===== src/rtl/jc_pkg.sv =====
// Shared constants and the phase-bus decoder for the Johnson-counter tally.
package jc_pkg;

  localparam int unsigned NPHASE  = 10;
  localparam int unsigned BCD_W   = 4;
  localparam logic [3:0]  BCD_MAX = 4'd9;

  typedef struct packed {
    logic             legal;
    logic [BCD_W-1:0] idx;
  } ph_dec_t;

  // Exactly one set bit is legal; idx is the position of the highest set bit.
  function automatic ph_dec_t onehot10_to_idx(input logic [NPHASE-1:0] ph);
    ph_dec_t     d;
    int unsigned n;
    d = '0;
    n = 0;
    for (int unsigned i = 0; i < NPHASE; i++) begin
      if (ph[i]) begin
        d.idx = BCD_W'(i);
        n     = n + 1;
      end
    end
    d.legal = (n == 1);
    return d;
  endfunction

endpackage


===== src/rtl/bcd_digit.sv =====
// One BCD digit register: synchronous clear, increment with 9->0 wrap and carry out.
module bcd_digit
  import jc_pkg::*;
(
  input  logic             clk,
  input  logic             clr,
  input  logic             inc,
  output logic [BCD_W-1:0] q,
  output logic             carry_out_c
);

  logic [BCD_W-1:0] r_q;

  always_ff @(posedge clk) begin
    if (clr) begin
      r_q <= '0;
    end else if (inc) begin
      r_q <= (r_q == BCD_MAX) ? '0 : r_q + BCD_W'(1);
    end
  end

  assign q           = r_q;
  assign carry_out_c = inc && (r_q == BCD_MAX);

endmodule


===== src/rtl/jc_phase_tally.sv =====
// Registers the one-hot phase bus, tracks the phase as BCD digit 0, counts
// full cycles into upper BCD digits, flags illegal input and offers a snapshot.
module jc_phase_tally
  import jc_pkg::*;
#(
  parameter int unsigned NDIG = 4
) (
  input  logic                  clk,
  input  logic                  rst,
  input  logic [NPHASE-1:0]     ph,
  input  logic                  err_clr,
  input  logic                  snap_req,
  input  logic                  snap_ack,
  output logic [BCD_W*NDIG-1:0] cnt,
  output logic [BCD_W*NDIG-1:0] snap_cnt,
  output logic                  snap_valid,
  output logic                  err_onehot,
  output logic                  err_seq,
  output logic                  ovf
);

  localparam int unsigned CNT_W = BCD_W * NDIG;

  logic [NPHASE-1:0] r_ph_q;
  logic              r_ph_vld;
  logic              r_first;
  logic [BCD_W-1:0]  r_digit0;
  logic              r_err_onehot;
  logic              r_err_seq;
  logic              r_ovf;
  logic [CNT_W-1:0]  r_snap_cnt;
  logic              r_snap_valid;

  ph_dec_t           w_dec;
  logic [BCD_W-1:0]  w_succ;
  logic              w_upd;
  logic              w_wrap;
  logic              w_oh_err;
  logic              w_seq_err;
  logic [CNT_W-1:0]  w_cnt;
  logic [NDIG-1:1]   w_inc;
  logic [NDIG-1:1]   w_cy;

  assign w_dec  = onehot10_to_idx(r_ph_q);
  assign w_succ = (r_digit0 == BCD_MAX) ? '0 : r_digit0 + BCD_W'(1);

  // r_ph_vld keeps the reset value of ph_q from being judged as a sampled phase.
  always_comb begin
    w_upd     = 1'b0;
    w_wrap    = 1'b0;
    w_oh_err  = 1'b0;
    w_seq_err = 1'b0;
    if (r_ph_vld) begin
      if (!w_dec.legal) begin
        w_oh_err = 1'b1;
      end else if (r_first) begin
        w_upd = 1'b1;
      end else if (w_dec.idx == r_digit0) begin
        w_upd = 1'b0;
      end else if (w_dec.idx == w_succ) begin
        w_upd  = 1'b1;
        w_wrap = (r_digit0 == BCD_MAX);
      end else begin
        w_upd     = 1'b1;
        w_seq_err = 1'b1;
      end
    end
  end

  always_ff @(posedge clk) begin
    if (rst) begin
      r_ph_q   <= '0;
      r_ph_vld <= 1'b0;
      r_first  <= 1'b1;
      r_digit0 <= '0;
    end else begin
      r_ph_q   <= ph;
      r_ph_vld <= 1'b1;
      if (w_upd) begin
        r_digit0 <= w_dec.idx;
        r_first  <= 1'b0;
      end
    end
  end

  // Sticky flags: a flag raised this cycle survives a simultaneous clear.
  always_ff @(posedge clk) begin
    if (rst) begin
      r_err_onehot <= 1'b0;
      r_err_seq    <= 1'b0;
      r_ovf        <= 1'b0;
    end else begin
      r_err_onehot <= w_oh_err          | (r_err_onehot & ~err_clr);
      r_err_seq    <= w_seq_err         | (r_err_seq    & ~err_clr);
      r_ovf        <= w_cy[NDIG-1]      | (r_ovf        & ~err_clr);
    end
  end

  assign w_cnt[BCD_W-1:0] = r_digit0;
  assign w_inc[1]         = w_wrap;

  // Upper digits form a same-cycle ripple carry chain.
  for (genvar i = 1; i < NDIG; i++) begin : g_dig
    if (i > 1) begin : g_link
      assign w_inc[i] = w_cy[i-1];
    end
    bcd_digit u_dig (
      .clk         (clk),
      .clr         (rst),
      .inc         (w_inc[i]),
      .q           (w_cnt[i*BCD_W +: BCD_W]),
      .carry_out_c (w_cy[i])
    );
  end

  // Single-entry snapshot; a request arriving with the ack is dropped.
  always_ff @(posedge clk) begin
    if (rst) begin
      r_snap_cnt   <= '0;
      r_snap_valid <= 1'b0;
    end else if (r_snap_valid) begin
      if (snap_ack) begin
        r_snap_valid <= 1'b0;
      end
    end else if (snap_req) begin
      r_snap_cnt   <= w_cnt;
      r_snap_valid <= 1'b1;
    end
  end

  assign cnt        = w_cnt;
  assign snap_cnt   = r_snap_cnt;
  assign snap_valid = r_snap_valid;
  assign err_onehot = r_err_onehot;
  assign err_seq    = r_err_seq;
  assign ovf        = r_ovf;

endmodule


===== config.mk =====
export PLATFORM = sky130hd
export DESIGN_NAME = jc_phase_tally
export DESIGN_NICKNAME = d
export VERILOG_FILES = /design/src/rtl/jc_pkg.sv /design/src/rtl/bcd_digit.sv /design/src/rtl/jc_phase_tally.sv
export SDC_FILE = /design/constraint.sdc
export NUM_CORES = 1
export LEC_CHECK = 0
export ABC_AREA = 1
export BUFFER_PORTS_ARGS = -buffer_cell sky130_fd_sc_hd__buf_2
export CORE_AREA = 2 2 96 98
export DETAILED_ROUTE_END_ITERATION = 16
export DIE_AREA = 0 0 98 100
export PLACE_DENSITY = 0.56
export SETUP_SLACK_MARGIN = 0.02
export SLEW_MARGIN = 20
export SYNTH_ARGS = -nofsm -noshare
export SYNTH_HDL_FRONTEND = slang
export SYNTH_HIERARCHICAL = 1
export SYNTH_SLANG_ARGS = --single-unit

===== constraint.sdc =====
create_clock -name clk -period 8 [get_ports clk]
set_clock_uncertainty 0.05 [all_clocks]
set_input_delay 0.8 -clock clk [delete_from_list [all_inputs] [get_ports clk]]
set_output_delay 0.8 -clock clk [all_outputs]
set_load 0.02 [all_outputs]

==> impl_metrics.env, run 1 <==
export IMPL_drc=0
export IMPL_firstDrtPassIters=4
export IMPL_r2r_start="r_ph_q[0]"
export IMPL_regArea_um2=961
export IMPL_cts_clk_slew_worst_paths_ns=0.09
export IMPL_p_clk_share_pct=29.2
export IMPL_startpoint_type="register"
export IMPL_p_leak_nw=1.82
export IMPL_netlist_area_mm2=0.00302
export IMPL_hold_slack_ns=0.417
export IMPL_synth_area_per_cell_um2=6.55
export IMPL_postCtsSetupBuffers=0
export IMPL_cts_tree="done"
export IMPL_status="finished clean"
export IMPL_ys_types=30
export IMPL_fin_setup_tns_ns=0
export IMPL_reg2reg_setup_slack_ns=1.05
export IMPL_cts_hold_buf=0
export IMPL_track_usage_pct=14.8
export IMPL_cp_required_ns=8.14
export IMPL_pwr_share_comb_pct=26.2
export IMPL_num_rows=35
export IMPL_clockRootBuffer="clkbuf_8"
export IMPL_reg2reg_depth=42
export IMPL_path_common_cell="nand2_1"
export IMPL_max_slew_margin_rel_pct=56.3
export IMPL_ys_warn_count=6
export IMPL_cpMaxStageDelayCell="nor4b_2"
export IMPL_syn_nets=485
export IMPL_initial_core_util_pct=33.9
export IMPL_die_w_um=98
export IMPL_max_freq_mhz=144
export IMPL_wl_per_cell_um=10.9
export IMPL_portBuffers=50
export IMPL_syn2layout_area_growth_pct=16.1
export IMPL_viasPerCell=4.56
export IMPL_p_switching_w=0.000190
export IMPL_path_max_fanout=7
export IMPL_antenna_found_initial=0
export IMPL_ctsHtreeMaxLevel=2
export IMPL_final_max_slew_viol_count=0
export IMPL_irDropWorstVdd_v=0.000124
export IMPL_p_int_w=0.000399
export IMPL_finalSetupViolCount=0
export IMPL_coreArea_mm2=0.00889
export IMPL_finalWirelength_um=6840
export IMPL_drtIter0Drc=74
export IMPL_nets=537
export IMPL_grt_max_degree=23
export IMPL_cts_buffers=5
export IMPL_grt_pass1_vias=2751
export IMPL_cap_violations=0
export IMPL_holdPathStages=2
export IMPL_cts_resized_gates=0
export IMPL_grt_pass1_wl_um=12200
export IMPL_rsz0062_at_grt="no"
export IMPL_synthCells=461
export IMPL_end_kind="register"
export IMPL_clkLatencyLatePin_ns=0.29
export IMPL_min_period_ns=6.95
export IMPL_worst_pin_slew_ns=0.647
export IMPL_cp_arrival_ns=7.09
export IMPL_max_stage_delay_ns=0.41
export IMPL_clk_path_buf_depth=2
export IMPL_reg2reg_to="g_dig[3].u_dig/q[3]"
export IMPL_final_fill_count=959
export IMPL_num_io_pins=51
export IMPL_dieArea_mm2=0.00980
export IMPL_min_to="err_onehot"
export IMPL_drtAntennaViolNets=0
export IMPL_num_vias=2853
export IMPL_ys_ff_latch=48
export IMPL_place_congestion=0.837
export IMPL_dp_hpwl_um=5540
export IMPL_ys_seq_area_share_pct=31.8
export IMPL_multi_input_area_mm2=0.00173
export IMPL_n_antenna_cell=0
export IMPL_hp_class="reg2reg"
export IMPL_clock_sinks=48
export IMPL_powerDensity_mw_per_mm2=168
export IMPL_final_hold_viol_count=0
export IMPL_seqPwrFrac_pct=44.6
export IMPL_fin_crit_sh_pct=86.8
export IMPL_dieHeight_um=100
export IMPL_swShare_pct=32.3
export IMPL_drive_gt1_share_pct=23.5
export IMPL_worstSetupPathType="reg2reg"
export IMPL_grt_ovfl_total=0
export IMPL_hold_start="err_onehot"
## how the worst max path moves through the flow
stage | endpoint | start | depth (start not counted) | slack [ns]
2_1_floorplan | g_dig[3].u_dig/q[3] | r_ph_q[0] | 42 | 1.62
5_1_grt | g_dig[3].u_dig/q[3] | r_ph_q[0] | 44 | 0.38
3_3_place_gp | g_dig[3].u_dig/q[3] | r_ph_q[0] | 42 | 1.28
6_report | g_dig[3].u_dig/q[3] | r_ph_q[0] | 42 | 1.05
3_5_place_dp | g_dig[3].u_dig/q[3] | r_ph_q[0] | 42 | 1.09
4_1_cts | g_dig[3].u_dig/q[3] | r_ph_q[0] | 42 | 1.06
## layer usage
metal  GRT usage [%]  routed length, µm
met4            3.63                 68
met5               0                  0
met1            18.7               3260
met3            2.16                194
met2            26.5               3320
## layout make-up
cell class              instances  share of cell area (%)
multi-input cells             326                    49.4
repair buffers                 51                    7.36
flip-flops and latches         48                    27.4
inverters                      81                    8.68
clock buffers                   5                    1.96
clock inverters                 3                    1.21
well taps                     111                    3.96
## Yosys cell counts
| master | count | area, µm² |
|---|---|---|
| o211ai_1 | 1 | 7.51 |
| nand2_2 | 25 | 156 |
| nand3_1 | 27 | 135 |
| a2111o_1 | 1 | 11.3 |
| nor2_4 | 1 | 11.3 |
| nand4_1 | 12 | 75.1 |
| o41ai_1 | 1 | 8.76 |
| nand3_2 | 12 | 120 |
| a21oi_2 | 3 | 26.3 |
| inv_1 | 77 | 289 |
| xnor2_1 | 1 | 8.76 |
| clkbuf_1 | 6 | 22.5 |
| nand2_4 | 4 | 45.0 |
| nand3_4 | 2 | 35.0 |
| nand3b_2 | 1 | 11.3 |
| ha_1 | 9 | 113 |
| nand2_1 | 97 | 364 |
| or2_2 | 4 | 25.0 |
| dfxtp_1 | 48 | 961 |
| xor2_1 | 3 | 26.3 |
| a31oi_1 | 1 | 6.26 |
| nor2_1 | 71 | 267 |
| nor2_2 | 6 | 37.5 |
| o22ai_1 | 4 | 25.0 |
| a21oi_1 | 13 | 65.1 |
| nor4b_2 | 1 | 15.0 |
| o21ai_0 | 24 | 120 |
| nand3b_1 | 2 | 15.0 |
| clkinv_1 | 1 | 3.75 |
| inv_2 | 3 | 11.3 |
## power groups by stage
stage               combinational (W)  clock [W]  sequential, W
floorplan                    0.000108          0       0.000278
global route                 0.000177   0.000186       0.000265
detailed placement           0.000155          0       0.000268
finish                       0.000154   0.000172       0.000263
global placement             0.000153          0       0.000268
CTS                          0.000156   0.000178       0.000263
## through the flow
stage | setup WS [ns] | util (%) | instance area, µm² | instances | total power [W]
after floorplan | 1.62 | - | 3020 | 461 | 0.000386
after global placement | 1.28 | 38.2 | 3390 | 617 | 0.000421
after detailed placement | 1.09 | 38.2 | 3390 | 617 | 0.000423
after CTS | 1.06 | 39.4 | 3500 | 625 | 0.000597
after global routing | 0.381 | 39.4 | 3500 | 625 | 0.000629
final | 1.05 | 39.4 | 3500 | 625 | 0.000588
## cell usage in the layout (no fill, tap or decap), types with 2 or more instances in the layout
master | synthesis | final
or2_2 | 4 | 4
nand2_4 | 4 | 4
nand2_1 | 97 | 97
dfxtp_1 | 48 | 48
inv_1 | 77 | 77
nor2_2 | 6 | 6
o22ai_1 | 4 | 4
buf_2 | 0 | 50
clkbuf_8 | 0 | 5
ha_1 | 9 | 9
o21ai_0 | 24 | 24
nand3_1 | 27 | 27
nand3_2 | 12 | 12
nand3_4 | 2 | 2
nand2_2 | 25 | 25
xor2_1 | 3 | 3
nand3b_1 | 2 | 2
nor2_1 | 71 | 71
a21oi_2 | 3 | 3
a21oi_1 | 13 | 13
nand4_1 | 12 | 12
inv_2 | 3 | 3
## worst max-delay path, delay by kind of cell, from the launching register on
family          cells  cell delay, ns
simple gates       28            3.77
buf+inv             5            0.28
flops               1            0.34
fa+ha+maj           8            2.23
compound gates      1            0.17
## state kept, by name, indices dropped and copies added, names as in the netlist
register       count
r_first            1
ovf                1
snap_cnt          16
snap_valid         1
err_onehot         1
r_digit0           4
r_ph_q            10
g_dig.u_dig/q     12
r_ph_vld           1
err_seq            1
## cells by family after synthesis
group,count (synthesis),share of synthesized area (%)
and+or+nand+nor,265,43.5
buffers and inverters,87,10.8
AOI/OAI and AO/OA,48,8.96
DFF,48,31.8
adders and majority gates,9,3.73
xor gates and xnor gates,4,1.16
(Power assumes the default switching activity.)
==> inputs of run 2 (changes only) <==
Settings changed: ABC_AREA 1 to 0, CORE_AREA 2 2 96 98 to 2 2 94 96, DIE_AREA 0 0 98 100 to 0 0 96 98.
==> run 2 against run 1 <==
Combinational power rose by 31%. Count of clock-buffer cells in the layout unchanged. Area after synthesis is 6.0% lower. Flip-flop and latch count is the same. Hold slack got worse by 0.016 ns. Register-to-register slack lost 0.54 ns. Synthesized cell count down 28%. Utilization grew 1.4 points. Critical path depth is 3 lower. Maximum frequency decreased by 7.3%. First-iteration DRC count shrank 15%. Clock power increased by 22%. Critical endpoint unchanged. Largest cell class unchanged.
==> impl_metrics.env, run 2 <==
export IMPL_syn_nets=356
export IMPL_ys_ff_latch=48
export IMPL_swShare_pct=30.9
export IMPL_drive_gt1_share_pct=30.5
export IMPL_fin_ws_ns=0.508
export IMPL_p_leak_nw=1.39
export IMPL_irDropWorstVdd_v=0.0000937
export IMPL_coreArea_mm2=0.00847
export IMPL_ys_top_cells_by_area="dfxtp_1, nand2_1, xnor2_1, a21oi_1, ha_1"
export IMPL_critical_path_endpoint="g_dig[3].u_dig/q[3]"
export IMPL_cap_violations=0
export IMPL_num_io_pins=51
export IMPL_end_kind="register"
export IMPL_final_max_slew_viol_count=0
export IMPL_utilization_pct=40.8
export IMPL_ys_warn_count=6
export IMPL_cts_clk_slew_worst_paths_ns=0.09
export IMPL_final_cell_mix="nand2_1, buf_2, dfxtp_1"
export IMPL_cp_required_ns=8.17
export IMPL_seqPwrFrac_pct=39.6
export IMPL_path_common_cell="ha_1"
export IMPL_die_w_um=96
export IMPL_synth_commonest_cells="nand2_1, dfxtp_1, a21oi_1"
export IMPL_max_slew_margin_rel_pct=54.3
export IMPL_final_hold_viol_count=0
export IMPL_ys_types=59
export IMPL_cp_top_family="simple AND/OR/NAND/NOR gates"
export IMPL_power_w=0.000682
export IMPL_drtIter0Drc=63
export IMPL_track_usage_pct=13.8
export IMPL_worst_pin_slew_ns=0.685
export IMPL_p_int_w=0.000471
export IMPL_place_congestion=0.790
export IMPL_clk_path_buf_depth=2
export IMPL_num_rows=34
export IMPL_p_switching_w=0.000211
export IMPL_syn2layout_area_growth_pct=21.9
export IMPL_drtAntennaViolNets=0
export IMPL_reg2reg_depth=39
export IMPL_firstDrtPassIters=4
export IMPL_ys_seq_area_share_pct=33.9
export IMPL_pre_cts_ws_ns=-0.129
export IMPL_grt_pass1_wl_um=10500
export IMPL_reg2reg_setup_slack_ns=0.51
export IMPL_dp_hpwl_um=4500
export IMPL_cpMaxStageDelayCell="dfxtp_1"
export IMPL_r2r_start="r_ph_q[0]"
export IMPL_layout_commonest_cell="nand2_1"
export IMPL_viasPerCell=4.85
export IMPL_grt_ovfl_total=0
export IMPL_ys_async_sr_fraction_pct=0
export IMPL_portBuffers=50
export IMPL_reg2reg_to="g_dig[3].u_dig/q[3]"
export IMPL_cts_hold_buf=0
export IMPL_dieHeight_um=98
export IMPL_synth_most_common_cell="nand2_1"
export IMPL_fin_crit_sh_pct=93.7
export IMPL_wl_per_cell_um=12.7
export IMPL_startpoint_type="register"
export IMPL_pwr_share_comb_pct=29.6
export IMPL_powerDensity_mw_per_mm2=197
export IMPL_crit_buf_inv=2
export IMPL_grt_pass1_vias=2157
export IMPL_num_vias=2383
export IMPL_cts_tree="done"
export IMPL_crit_start="r_ph_q[0]"
export IMPL_dieArea_mm2=0.00941
export IMPL_yosys_area_top_type_share_pct=33.9
export IMPL_netlist_area_mm2=0.00284
export IMPL_cts_buffers=5
export IMPL_hp_class="reg2reg"
export IMPL_cp_arrival_ns=7.66
export IMPL_ctsHtreeMaxLevel=2
export IMPL_clkLatencyLatePin_ns=0.30
export IMPL_status="finished clean"
export IMPL_finalWirelength_um=6220
export IMPL_synthCells=332
export IMPL_ys_flop_type="dfxtp_1"
export IMPL_grt_max_degree=51
export IMPL_drc=0
export IMPL_path_max_fanout=5
export IMPL_worstSetupPathType="reg2reg"
export IMPL_finalSetupViolCount=0
export IMPL_yosysTopAreaCell="dfxtp_1"
export IMPL_nets=406
export IMPL_clock_sinks=48
export IMPL_antenna_found_initial=0
export IMPL_cp_depth=39
export IMPL_max_stage_delay_ns=0.34
export IMPL_clockRootBuffer="clkbuf_8"
export IMPL_initial_core_util_pct=33.5
export IMPL_synth_area_per_cell_um2=8.54
export IMPL_p_clk_share_pct=30.8
export IMPL_synth_edf_count=0
export IMPL_n_antenna_cell=0
export IMPL_min_period_ns=7.49
export IMPL_max_freq_mhz=133
export IMPL_largest_reg_flops=16
run 2: changes by cell type in the layout (fill, tap and decap cells not counted), moves of 6 or more:
cell	previous run	this run
inv_1	77	16
nor2_1	71	16
nand2_1	97	56
nand3_1	27	6
nand2_2	25	5
o21ai_0	24	6
xnor2_1	1	16
a21oi_1	13	27
nor2b_1	0	13
buf_4	1	10
nand2b_1	0	9
nand4_1	12	3
nand3_2	12	4
nor2_2	6	0
run 2: logic make-up after synthesis:
group | synth area share (%)
and+or+nand+nor | 24.3
AOI/OAI and AO/OA | 18.7
DFF | 33.9
buffers and inverters | 5.25
xor gates and xnor gates | 11.0
adders and majority gates | 3.97
muxes | 2.96
run 2: layout make-up:
type / count / area (µm²)
clock buffer: 5 / 68.8
clock inverter: 3 / 68.8
fill: 860 / 5010
inverter: 16 / 60.1
multi-input combinational: 251 / 1840
sequential: 48 / 962
tap: 108 / 135
timing repair buffer: 60 / 325
run 2: how the worst min path moves through the flow:
stage	slack, ns	startpoint	end	cells past startpoint
6_report	0.40	snap_cnt[1]	snap_cnt[1]	2
5_1_grt	0.43	snap_cnt[0]	snap_cnt[0]	2
4_1_cts	0.41	snap_cnt[1]	snap_cnt[1]	2
3_5_place_dp	0.40	snap_cnt[1]	snap_cnt[1]	2
3_3_place_gp	0.39	snap_cnt[6]	snap_cnt[6]	2
2_1_floorplan	0.40	r_first	r_first	1
run 2: tightest hold or removal path, stage by stage (launching register included):
cell and delay (ns):
dfxtp_1 0.31, nand2_1 0.05, a21oi_1 0.05
run 2: routing by layer:
| layer | wire length (µm) | share of wire (%) | global-route usage [%] |
|---|---|---|---|
| met3 | 224 | 3.6 | 2.85 |
| met4 | 23 | 0.37 | 2.31 |
| met5 | 0 | 0 | 0 |
| met2 | 2810 | 45 | 21.2 |
| met1 | 3160 | 51 | 20.1 |
run 2: metrics by stage:
step / std cells / setup TNS, ns / hold WS (ns) / area, µm²
after floorplan: 332 / 0 / 0.400 / 2840
after global placement: 478 / 0 / 0.392 / 3170
after detailed placement: 478 / -0.322 / 0.395 / 3170
after CTS: 486 / 0 / 0.409 / 3320
after global routing: 491 / -0.0498 / 0.429 / 3460
final: 491 / 0 / 0.402 / 3460
run 2: repair_timing:
item,CTS,global route
setup endpoints to repair,3,7
gates resized for setup,2,20
pin swaps,0,8
buffers inserted,0,5
gates cloned,0,0
run 2: power by group through the flow:
stage | combinational [W] | clock [W] | sequential (W)
final | 0.000202 | 0.000210 | 0.000270
after global routing | 0.000225 | 0.000226 | 0.000274
after CTS | 0.000191 | 0.000220 | 0.000269
after detailed placement | 0.000188 | 0 | 0.000275
after global placement | 0.000186 | 0 | 0.000275
after floorplan | 0.000148 | 0 | 0.000272
==> inputs of run 3 (changes only) <==
--- a/config.mk
+++ b/config.mk
@@ -12,4 +12,5 @@
 export DIE_AREA = 0 0 96 98
 export PLACE_DENSITY = 0.56
+export REMOVE_ABC_BUFFERS = 1
 export SETUP_SLACK_MARGIN = 0.02
 export SLEW_MARGIN = 20
==> constraint.sdc (replaced) <==
create_clock -name clk -period 8 [get_ports clk]
set_clock_uncertainty 0.05 [all_clocks]
set_input_delay 0.8 -clock clk [delete_from_list [all_inputs] [get_ports clk]]
set_output_delay 0.8 -clock clk [all_outputs]
set_load 0.01 [all_outputs]
==> run 3 against run 2 <==
Sequential share of layout area rose by 0.31 points. Count of clock-buffer cells in the layout rose by 1. Global-route usage fell by 0.30 points. First-iteration DRC count rose by 68%. Via count rose by 3.9%. Final cell count rose by 0.41%. Flip-flop and latch count did not move. Non-clock buffer count rose by 2. Clock power fell by 17%. Setup slack improved by 0.024 ns.
==> impl_metrics.env, run 3 (synthesized netlist as in run 2, its figures left out) <==
export IMPL_status="finished clean"
export IMPL_final_max_slew_viol_count=0
export IMPL_powerDensity_mw_per_mm2=186
export IMPL_p_clk_share_pct=27.5
export IMPL_num_vias=2475
export IMPL_nets=408
export IMPL_cpMaxStageDelayCell="nor4b_4"
export IMPL_dp_hpwl_um=4440
export IMPL_place_congestion=0.775
export IMPL_largest_reg_flops=16
export IMPL_track_usage_pct=13.5
export IMPL_wl_met3_um=275
export IMPL_pre_cts_ws_ns=-0.262
export IMPL_startpoint_type="register"
export IMPL_p_int_w=0.000435
export IMPL_initial_core_util_pct=33.5
export IMPL_seqPwrFrac_pct=42.5
export IMPL_drive_gt1_share_pct=30.1
export IMPL_critical_path_endpoint="g_dig[3].u_dig/q[3]"
export IMPL_end_kind="register"
export IMPL_drc=0
export IMPL_n_antenna_cell=0
export IMPL_dieHeight_um=98
export IMPL_clkLatencyLatePin_ns=0.30
export IMPL_syn2layout_area_growth_pct=20.6
export IMPL_hold_start="snap_cnt[14]"
export IMPL_die_w_um=96
export IMPL_clockRootBuffer="clkbuf_8"
export IMPL_final_hold_viol_count=0
export IMPL_reg2reg_setup_slack_ns=0.53
export IMPL_layout_commonest_cell="nand2_1"
export IMPL_num_io_pins=51
export IMPL_irDropWorstVdd_v=0.000114
export IMPL_finalWirelength_um=6230
export IMPL_path_max_fanout=5
export IMPL_cts_clk_slew_worst_paths_ns=0.09
export IMPL_num_rows=34
export IMPL_r2r_start="r_ph_q[0]"
export IMPL_top_layer="met4"
export IMPL_reg2reg_to="g_dig[3].u_dig/q[3]"
export IMPL_path_common_cell="ha_1"
export IMPL_grt_pass1_wl_um=10400
export IMPL_finalSetupViolCount=0
export IMPL_viasPerCell=5.02
export IMPL_portBuffers=50
export IMPL_fin_setup_tns_ns=0
export IMPL_pwr_share_comb_pct=30.0
export IMPL_cts_hold_buf=0
export IMPL_max_stage_delay_ns=0.35
export IMPL_max_freq_mhz=134
export IMPL_dieArea_mm2=0.00941
export IMPL_clk_path_buf_depth=2
export IMPL_power_w=0.000635
export IMPL_utilization_pct=40.4
export IMPL_cp_required_ns=8.17
export IMPL_grt_ovfl_total=0
export IMPL_drtAntennaViolNets=0
export IMPL_final_cell_mix="nand2_1, buf_2, dfxtp_1"
export IMPL_ctsHtreeMaxLevel=2
export IMPL_route_met2_wl_um=2910
export IMPL_clock_sinks=48
export IMPL_reg2reg_depth=40
export IMPL_wl_per_cell_um=12.6
export IMPL_crit_start="r_ph_q[0]"
export IMPL_worst_pin_slew_ns=0.915
export IMPL_drtIter0Drc=106
export IMPL_p_leak_nw=1.37
export IMPL_worstSetupPathType="reg2reg"
export IMPL_max_slew_margin_rel_pct=39.0
export IMPL_fin_crit_sh_pct=93.4
export IMPL_grt_pass1_vias=2249
export IMPL_antenna_found_initial=0
export IMPL_coreArea_mm2=0.00847
export IMPL_grt_max_degree=51
export IMPL_firstDrtPassIters=4
export IMPL_wl_met1_um=2960
export IMPL_cap_violations=0
export IMPL_fin_ws_ns=0.532
export IMPL_cts_tree="done"
export IMPL_swShare_pct=31.5
export IMPL_cts_buffers=5
export IMPL_min_period_ns=7.47
export IMPL_cp_arrival_ns=7.64
export IMPL_p_switching_w=0.000200
export IMPL_hp_class="reg2reg"
-- run 3: per-stage QoR --
| step | hold slack [ns] | area [µm²] | std cells |
|---|---|---|---|
| floorplan | 0.399 | 2750 | 315 |
| global placement | 0.390 | 3190 | 480 |
| detailed placement | 0.398 | 3190 | 480 |
| CTS | 0.411 | 3330 | 488 |
| global route | 0.431 | 3420 | 493 |
| finish | 0.406 | 3420 | 493 |
-- run 3: power by group through the flow --
| stage | sequential, W | clock (W) | combinational, W |
|---|---|---|---|
| after floorplan | 0.000273 | 0 | 0.000135 |
| after global placement | 0.000274 | 0 | 0.000176 |
| after detailed placement | 0.000275 | 0 | 0.000179 |
| after CTS | 0.000269 | 0.000180 | 0.000183 |
| after global routing | 0.000272 | 0.000186 | 0.000214 |
| final | 0.000270 | 0.000175 | 0.000191 |
-- run 3: worst min-delay path by stage --
stage,depth (start not counted),endpoint,slack (ns)
after floorplan,1,r_first,0.40
after global placement,2,snap_cnt[9],0.39
after detailed placement,2,snap_cnt[14],0.40
after CTS,2,snap_cnt[14],0.41
after global routing,2,snap_cnt[3],0.43
final,2,snap_cnt[14],0.41
-- run 3: critical path, delay by kind of cell, from the launching register on --
family	cells	cell delay (ns)
AO/OA/AOI/OAI	9	1.32
AND/OR/NAND/NOR	15	2.09
adder cells (fa/ha/maj)	8	2.17
XOR/XNOR	3	0.44
flip-flops	1	0.34
buffers and inverters	3	0.40
multiplexers	2	0.56
-- run 3: cell type report --
| class | instances | area, µm² |
|---|---|---|
| flip-flops and latches | 48 | 962 |
| well taps | 108 | 135 |
| repair buffers | 62 | 340 |
| multi-input cells | 251 | 1810 |
| clock inverters | 2 | 35.0 |
| fillers | 840 | 5050 |
| inverters | 16 | 60.1 |
| clock buffers | 6 | 72.6 |
-- run 3: per-layer routing --
metal	up-vias	track usage, %
li1	1256	-
met1	1159	18.7
met2	53	21.0
met3	7	2.55
met4	0	4.29
met5	-	0
-- run 3: what timing repair did --
item                       4_1_cts  5_1_grt
buffers inserted                 0        5
pin swaps                        1        8
setup endpoints to repair        5        7
gates resized for setup          6       12
